===== src/rtl/eth_cfg_arb.sv =====
// Round-robin arbiter sharing the eth_cfg register channel between NUM_REQ requesters.
// One transaction in flight at a time, with completion routing and a watchdog timeout.
module eth_cfg_arb #(
  parameter int unsigned NUM_REQ        = 4,
  parameter int unsigned REG_ADDR_WIDTH = 32,
  parameter int unsigned REG_DATA_WIDTH = 32,
  parameter int unsigned TIMEOUT_CYC    = 1024
) (
  input  logic                              s_axi_aclk,
  input  logic                              s_axi_aresetn,
  input  logic [NUM_REQ-1:0]                req_wr_en,
  input  logic [NUM_REQ-1:0]                req_rd_en,
  input  logic [NUM_REQ*REG_ADDR_WIDTH-1:0] req_addr,
  input  logic [NUM_REQ*REG_DATA_WIDTH-1:0] req_wr_data,
  output logic [NUM_REQ-1:0]                req_ack,
  output logic [NUM_REQ-1:0]                req_done,
  output logic [1:0]                        req_resp,
  output logic [REG_DATA_WIDTH-1:0]         req_rd_data,
  input  logic                              cfg_busy,
  input  logic [1:0]                        cfg_resp,
  output logic                              cfg_wr_en,
  output logic [REG_ADDR_WIDTH-1:0]         cfg_wr_addr,
  output logic [REG_DATA_WIDTH-1:0]         cfg_wr_data,
  output logic                              cfg_rd_en,
  output logic [REG_ADDR_WIDTH-1:0]         cfg_rd_addr,
  input  logic                              cfg_rd_vld,
  input  logic [REG_DATA_WIDTH-1:0]         cfg_rd_data,
  output logic                              arb_busy,
  output logic [2:0]                        arb_gnt_idx,
  output logic [15:0]                       timeout_cnt
);

  typedef enum logic [2:0] {StIdle, StIssue, StWait, StDone, StDrain} state_e;

  state_e                    state_q, state_d;
  logic [2:0]                last_gnt_q, last_gnt_d;
  logic [2:0]                gnt_q, gnt_d;
  logic                      op_rd_q, op_rd_d;
  logic [31:0]               to_cnt_q, to_cnt_d;
  logic                      rd_got_q, rd_got_d;
  logic [REG_DATA_WIDTH-1:0] rd_buf_q, rd_buf_d;
  logic [NUM_REQ-1:0]        ack_q, ack_d, done_q, done_d;
  logic [1:0]                resp_q, resp_d;
  logic [REG_DATA_WIDTH-1:0] rdata_q, rdata_d;
  logic                      wr_en_q, wr_en_d, rd_en_q, rd_en_d;
  logic [REG_ADDR_WIDTH-1:0] wr_addr_q, wr_addr_d, rd_addr_q, rd_addr_d;
  logic [REG_DATA_WIDTH-1:0] wr_data_q, wr_data_d;
  logic                      busy_q, busy_d;
  logic [15:0]               to_tot_q, to_tot_d;

  // Requests padded to 8 bits so a 3-bit index always fits exactly.
  logic [7:0]         req_any8, req_wr8;
  logic [2:0]         arb_idx, win;
  logic               win_vld;
  logic [NUM_REQ-1:0] win_oh, gnt_oh;

  always_comb begin
    req_any8 = '0;
    req_wr8  = '0;
    req_any8[NUM_REQ-1:0] = req_wr_en | req_rd_en;
    req_wr8[NUM_REQ-1:0]  = req_wr_en;
    arb_idx = '0;
    win     = '0;
    win_vld = 1'b0;
    for (int unsigned k = 0; k < NUM_REQ; k++) begin
      arb_idx = 3'((32'(last_gnt_q) + 32'd1 + k) % NUM_REQ);
      if (!win_vld && req_any8[arb_idx]) begin
        win_vld = 1'b1;
        win     = arb_idx;
      end
    end
  end

  assign win_oh = NUM_REQ'(1) << win;
  assign gnt_oh = NUM_REQ'(1) << gnt_q;

  always_comb begin
    state_d    = state_q;
    last_gnt_d = last_gnt_q;
    gnt_d      = gnt_q;
    op_rd_d    = op_rd_q;
    to_cnt_d   = to_cnt_q;
    rd_got_d   = rd_got_q;
    rd_buf_d   = rd_buf_q;
    ack_d      = '0;
    done_d     = '0;
    resp_d     = resp_q;
    rdata_d    = rdata_q;
    wr_en_d    = 1'b0;
    rd_en_d    = 1'b0;
    wr_addr_d  = wr_addr_q;
    wr_data_d  = wr_data_q;
    rd_addr_d  = rd_addr_q;
    to_tot_d   = to_tot_q;
    unique case (state_q)
      StIdle: begin
        if (win_vld) begin
          state_d = StIssue;
          ack_d   = win_oh;
          gnt_d   = win;
          // A write wins over a simultaneous read from the same requester.
          op_rd_d = !req_wr8[win];
          if (req_wr8[win]) begin
            wr_en_d   = 1'b1;
            wr_addr_d = req_addr[32'(win)*REG_ADDR_WIDTH +: REG_ADDR_WIDTH];
            wr_data_d = req_wr_data[32'(win)*REG_DATA_WIDTH +: REG_DATA_WIDTH];
          end else begin
            rd_en_d   = 1'b1;
            rd_addr_d = req_addr[32'(win)*REG_ADDR_WIDTH +: REG_ADDR_WIDTH];
          end
        end
      end
      StIssue: begin
        state_d    = StWait;
        last_gnt_d = gnt_q;
        to_cnt_d   = '0;
        rd_got_d   = 1'b0;
      end
      StWait: begin
        if (to_cnt_q != '1) to_cnt_d = to_cnt_q + 32'd1;
        if (cfg_rd_vld) begin
          rd_got_d = 1'b1;
          rd_buf_d = cfg_rd_data;
        end
        // to_cnt_q == 0 marks the first WAIT cycle, before eth_cfg has raised busy.
        if (to_cnt_q != '0) begin
          if (!cfg_busy) begin
            state_d = StDone;
            done_d  = gnt_oh;
            resp_d  = cfg_resp;
            if (op_rd_q) begin
              if (cfg_rd_vld) begin
                rdata_d = cfg_rd_data;
              end else if (rd_got_q) begin
                rdata_d = rd_buf_q;
              end else begin
                rdata_d = '0;
                resp_d  = 2'b10;
              end
            end
          end else if ((TIMEOUT_CYC != 0) && (to_cnt_q + 32'd1 >= TIMEOUT_CYC)) begin
            state_d = StDrain;
            done_d  = gnt_oh;
            resp_d  = 2'b11;
            if (to_tot_q != 16'hFFFF) to_tot_d = to_tot_q + 16'd1;
          end
        end
      end
      StDone:  state_d = StIdle;
      StDrain: if (!cfg_busy) state_d = StIdle;
      default: state_d = StIdle;
    endcase
    busy_d = (state_d != StIdle);
  end

  always_ff @(posedge s_axi_aclk) begin
    if (!s_axi_aresetn) begin
      state_q    <= StIdle;
      last_gnt_q <= 3'(NUM_REQ - 1);
      gnt_q      <= '0;
      op_rd_q    <= 1'b0;
      to_cnt_q   <= '0;
      rd_got_q   <= 1'b0;
      rd_buf_q   <= '0;
      ack_q      <= '0;
      done_q     <= '0;
      resp_q     <= '0;
      rdata_q    <= '0;
      wr_en_q    <= 1'b0;
      rd_en_q    <= 1'b0;
      wr_addr_q  <= '0;
      wr_data_q  <= '0;
      rd_addr_q  <= '0;
      busy_q     <= 1'b0;
      to_tot_q   <= '0;
    end else begin
      state_q    <= state_d;
      last_gnt_q <= last_gnt_d;
      gnt_q      <= gnt_d;
      op_rd_q    <= op_rd_d;
      to_cnt_q   <= to_cnt_d;
      rd_got_q   <= rd_got_d;
      rd_buf_q   <= rd_buf_d;
      ack_q      <= ack_d;
      done_q     <= done_d;
      resp_q     <= resp_d;
      rdata_q    <= rdata_d;
      wr_en_q    <= wr_en_d;
      rd_en_q    <= rd_en_d;
      wr_addr_q  <= wr_addr_d;
      wr_data_q  <= wr_data_d;
      rd_addr_q  <= rd_addr_d;
      busy_q     <= busy_d;
      to_tot_q   <= to_tot_d;
    end
  end

  assign req_ack     = ack_q;
  assign req_done    = done_q;
  assign req_resp    = resp_q;
  assign req_rd_data = rdata_q;
  assign cfg_wr_en   = wr_en_q;
  assign cfg_wr_addr = wr_addr_q;
  assign cfg_wr_data = wr_data_q;
  assign cfg_rd_en   = rd_en_q;
  assign cfg_rd_addr = rd_addr_q;
  assign arb_busy    = busy_q;
  assign arb_gnt_idx = gnt_q;
  assign timeout_cnt = to_tot_q;

endmodule

===== config.mk =====
export PLATFORM = sky130hd
export DESIGN_NAME = eth_cfg_arb
export DESIGN_NICKNAME = d
export VERILOG_FILES = /design/src/rtl/eth_cfg_arb.sv
export SDC_FILE = /design/constraint.sdc
export NUM_CORES = 1
export LEC_CHECK = 0
export ABC_AREA = 0
export CAP_MARGIN = 20
export CORE_AREA = 2 2 182 184
export CTS_CLUSTER_DIAMETER = 100
export DETAILED_ROUTE_END_ITERATION = 16
export DIE_AREA = 0 0 184 186
export PLACE_DENSITY = 0.71
export REMOVE_ABC_BUFFERS = 1
export SLEW_MARGIN = 20
export SYNTH_ARGS = -nofsm -noshare
export SYNTH_HDL_FRONTEND = slang
export SYNTH_SLANG_ARGS = --single-unit

===== constraint.sdc =====
create_clock -name s_axi_aclk -period 8.8 [get_ports s_axi_aclk]
set_input_delay 1.76 -clock s_axi_aclk [delete_from_list [all_inputs] [get_ports s_axi_aclk]]
set_output_delay 1.76 -clock s_axi_aclk [all_outputs]
set_load 0.01 [all_outputs]

## After elaboration in Yosys (flattened, before gate mapping)

Cells that the tools add are included.

| word-level totals | value |
|---|---|
| register bits after elaboration | 231 |
| memories kept | 0 |
| output and inout bits | 160 |
| bits in writable memories | 0 |
| bits in read-only memories | 0 |
| latch bits | 0 |

| operators by class | value |
|---|---|
| multiplexer cells | 39 |
| $add $sub $neg | 6 |
| shift-type cells | 4 |
| div/mod/pow operators | 0 |
| reductions and logical operators | 22 |
| bitwise logic cells | 3 |
| $lt $le $gt $ge | 6 |
| eq/ne operators | 8 |
| multiply operators | 0 |

Operator list:

| operator | count |
|---|---|
| $shiftx 128x9->32 | 2 |
| $mux 32 | 3 |
| $pmux 32 s2 | 1 |
| $add 32x1->32 const B | 1 |
| $ge 32x11->1 const B | 1 |
| $ne 32x32->1 const B | 1 |
| $reduce_bool 32->1 | 1 |
| $mux 3 | 7 |
| $add 16x1->16 const B | 1 |
| $lt 2x4->1 const B | 4 |
| $ne 16x16->1 const B | 1 |
| $reduce_and 3->1 | 5 |
| $mux 2 | 7 |
| $mux 1 | 12 |
| $pmux 3 s4 | 1 |
| $bmux 1 s2 | 4 |
| $mux 4 | 2 |
| $reduce_and 2->1 | 4 |
| $shl 1x3->4 const A | 2 |
| $reduce_and 5->1 | 1 |
| $add 2x1->2 const B | 2 |
| $add 2x2->2 const B | 2 |
| $logic_not 1->1 | 4 |
| $lt 3x4->1 const B | 1 |
| other kinds (14) | 18 |

## Logic depth before layout (Yosys ltp)

| depth | value |
|---|---|
| depth in word-level cells | 17 |
| gate-level depth with buffers | 11 |
| depth with buffers taken out | 10 |

## Worst setup path before layout

Ideal clock, no wire load.

| timing path | value |
|---|---|
| kind | input -> register |
| from | input port req_rd_en[0] |
| to | register wr_addr_q[10], in the netlist cfg_wr_addr[10] |
| arrival | 3.922 ns |
| path buffers | 3 |
| setup time | 0.115 ns |
| setup slack | 4.763 ns |
| stages | 11 |
| path through | or4_1 -> a21o_1 -> o21a_1 -> clkbuf_1 -> and3_1 -> or3b_1 -> clkbuf_1 -> clkbuf_1 -> nand2_1 -> o21ai_0 -> and2_1 |

| between the ends | value |
|---|---|
| word-level cells in the longest chain between the ends | 16 |

RTL lines:

| item | line | text |
|---|---|---|
| start: declaration | 12 | `input logic [NUM_REQ-1:0] req_rd_en,` |
| $or 4x4->4 * | 60 | `req_any8[NUM_REQ-1:0] = req_wr_en \| req_rd_en;` |
| branches (longest 15 deep; another with $mux 3) | n/a |  |
| end signal: assignment | 190 | `wr_addr_q <= wr_addr_d;` |
| end: declaration | 46 | `logic [REG_ADDR_WIDTH-1:0] wr_addr_q, wr_addr_d, rd_addr_q, rd_addr_d;` |

Every way passes the cells marked *. The select of a mux whose other input is x is not followed.
A chain may end at the register's enable or synchronous reset.

## Worst setup path in the final report

| timing path | value |
|---|---|
| from | input port req_wr_en[3] |
| to | register wr_data_q[31], in the netlist cfg_wr_data[31] |

| between the ends | value |
|---|---|
| word-level cells in the longest chain between the ends | 16 |

RTL lines:

| item | line | text |
|---|---|---|
| start: declaration | 11 | `input logic [NUM_REQ-1:0] req_wr_en,` |
| branches (longest 16 deep; another with $or 4x4->4) | n/a |  |
| end signal: assignment | 191 | `wr_data_q <= wr_data_d;` |
| end: declaration | 47 | `logic [REG_DATA_WIDTH-1:0] wr_data_q, wr_data_d;` |

Several ways; the timed one is not identified. The select of a mux whose other input is x is not followed.

==> results.toml <==
[global_routing]
overflow = 0
grt_first_pass_wirelength_mm = 71.4
grt_pass1_vias = 12701
grt_max_degree = 106
grt_antenna_before_repair = 7
grt_usage_pct = 26.6

[logic_synthesis]
netlist_area_um2 = 12100
avgSynthCellArea_um2 = 6.92
ys_types = 62
seq_area_frac_synth_pct = 38.2
async_flop_share_pct = 0
yosys.area.top_type = "dfxtp_1"
synth_cells = 1744
synth_top_area_share_pct = 38.2
ys.flop_type = "dfxtp_1"
synth_edf_count = 0
ys_ff_latch = 230
ys_warn_count = 0
synth_area_leaders = "dfxtp_1 38%, nand2_1 16%, a21oi_1 5.2%"

[drt]
viasPerCell = 5.39
first_pass_iters = 5
drtIter0Drc = 1231
routed_wl_mm = 47.3
drc = 0
ant_nets = 0
wl_per_cell_um = 18.7
num_vias = 13619

[sta]
period_share_pct = 58.1
drv_slew = 0
hold_viol = 0
max_freq_mhz = 196
hold_slack_ns = 0.451
tightest_slew_ns = 1.11
setup_tns_ns = 0
fin_crit_ns = 5.11
rsz0062_at_grt = "no"
slew-limit-headroom_pct = 25.7
setup_viol = 0
fin_skew_ns = 0.0142
fin_ws_ns = 3.69

[final_layout]
fillers = 3024
layout_commonest_cell = "nand2_1"
design_area_um2 = 17600
area_growth_pct = 46.3
area.sequential_um2 = 4610
instances_no_fill = 2528
layout-drive-gt1-share_pct = 3.69
post-route-util_pct = 54.8
multi_input_area_um2 = 6880
final_cell_mix = "507 x nand2_1, 458 x clkdlybuf4s50_1, 229 x dfxtp_1, 150 x nor2_1, 126 x a21oi_1"
nets = 2401

[power]
power-per-cell-area_nw_per_um2 = 289
swShare_pct = 41.0
pwr-share-clk_pct = 21.9
combPwrFrac_pct = 49.0
fin_total_pwr_mw = 5.11
leakagePower_nw = 6.58
p_seq_share_pct = 29.0
vdd_drop_max_v = 0.000328
p_int_mw = 3.02
p_sw_mw = 2.09

[worst_hold_path]
min_to = "rd_buf_q[14]"
whs_path_depth = 2
min_path_type = "flop to flop"
min_from = "rd_buf_q[14]"

[floorplan]
die_w_um = 184
die_h_um = 186
core_um2 = 32200
start_util_pct = 37.4
ioPinCount = 462
dieArea_um2 = 34200
rows = 66

[critical_path]
r2r_slack_ns = 4.68
reg2reg_from = "to_cnt_q[1]"
rr_worst_depth = 10
r2r_end = "req_done[1]"
path_class = "primary input to flop"
endpoint_kind = "flop"
cp_max_fo = 93
crit_required_ns = 9.18
cp-start-kind = "primary input"
arrival_ns = 5.49

[outcome]
status = "complete, no violations"

[placed_design]
place_area_um2 = 16800
dp_cells = 2475
port_buffers = 460
place.gp.congestion = 0.944
dp_slack_ns = 3.15
hpwlAfterDp_mm = 34.3

[clocking]
post_cts_buffers = 0
postCtsHoldBufs = 0
cts_buffer_depth = 3
post_cts_resized = 0
htree_levels = 1
cts-buffers-inserted = 27
tritoncts = "yes"
cts_sinks = 230
cts.clk_slew.worst_paths_ns = 0.06
clock_latency_ns = 0.53
clockRootBuffer = "clkbuf_16"

[flow_run]
drv_cap = 0
final cells by class:
| class | count | area share [%] |
|---|---|---|
| multi-input cells | 1350 | 39.0 |
| repair buffers | 475 | 26.7 |
| flip-flops and latches | 230 | 26.1 |
| clock buffers | 39 | 4.31 |
| well taps | 408 | 2.89 |
| clock inverters | 7 | 0.666 |
| inverters | 12 | 0.269 |
| diodes | 7 | 0.0993 |
metal layers:
metal  GRT usage, %  routed length, um  share of wire (%)
met2           42.3              21200                 45
met1           33.8              20000                 42
met5              0                 13              0.027
met3           6.57               3910                8.3
met4           12.4               2180                4.6
worst max path at each step:
stage | from | endpoint | slack, ns | cells after the start
global placement | req_wr_en[3] | cfg_wr_data[7] | 3.23 | 10
finish | req_wr_en[3] | cfg_wr_data[31] | 3.69 | 10
global route | req_wr_en[3] | cfg_wr_data[9] | 3.38 | 10
CTS | req_wr_en[3] | cfg_wr_data[31] | 3.69 | 10
floorplan | req_rd_en[2] | cfg_wr_addr[10] | 0.51 | 6
detailed placement | req_wr_en[3] | cfg_wr_data[31] | 3.15 | 10
worst max-delay path: stages:
cell             delay (ns)
clkdlybuf4s50_1        0.53
nor2_1                 0.07
o311a_1                0.35
o21ai_4                0.74
and3_1                 0.35
or3b_4                 0.77
buf_4                  0.50
a311oi_1               0.10
a21oi_1                0.19
nor2_1                 0.05
power by group through the flow:
stage	logic, mW	registers, mW	clock network (mW)
floorplan	1.25	1.57	0
global placement	2.45	1.50	0
detailed placement	2.49	1.50	0
CTS	2.50	1.48	1.15
global route	2.74	1.52	1.19
finish	2.50	1.48	1.12
registers in the layout, indices dropped and copies added, names as in the netlist, 2 cells and up:
signal       cells
cfg_wr_addr     32
req_rd_data     32
state_q          3
req_resp         2
cfg_rd_addr     32
rd_buf_q        32
timeout_cnt     16
to_cnt_q        32
last_gnt_q       2
cfg_wr_data     32
arb_gnt_idx      2
req_done         4
req_ack          4
cells in the mapped netlist (all sizes together), types with 8 or more instances:
| master | n |
|---|---|
| nand3 | 96 |
| inv | 12 |
| a21oi | 126 |
| nand2b | 11 |
| nand4 | 22 |
| mux2i | 11 |
| a311oi | 35 |
| nor3 | 12 |
| nand2 | 509 |
| o21ai | 95 |
| or4 | 14 |
| nor2 | 151 |
| dfxtp | 230 |
| o31ai | 8 |
| clkbuf | 138 |
| and3 | 45 |
| nor4 | 24 |
| a31oi | 8 |
| and2 | 69 |
| buf | 14 |
| a211oi | 34 |
cell families after synthesis:
group	share of synthesized area (%)
xor gates and xnor gates	0.799
adders and majority gates	0.311
AOI/OAI and AO/OA	17.3
and+or+nand+nor	37.1
other	0.0311
DFF	38.2
muxes	1.01
buffers and inverters	5.29
Power figures use the tool's default switching activity.
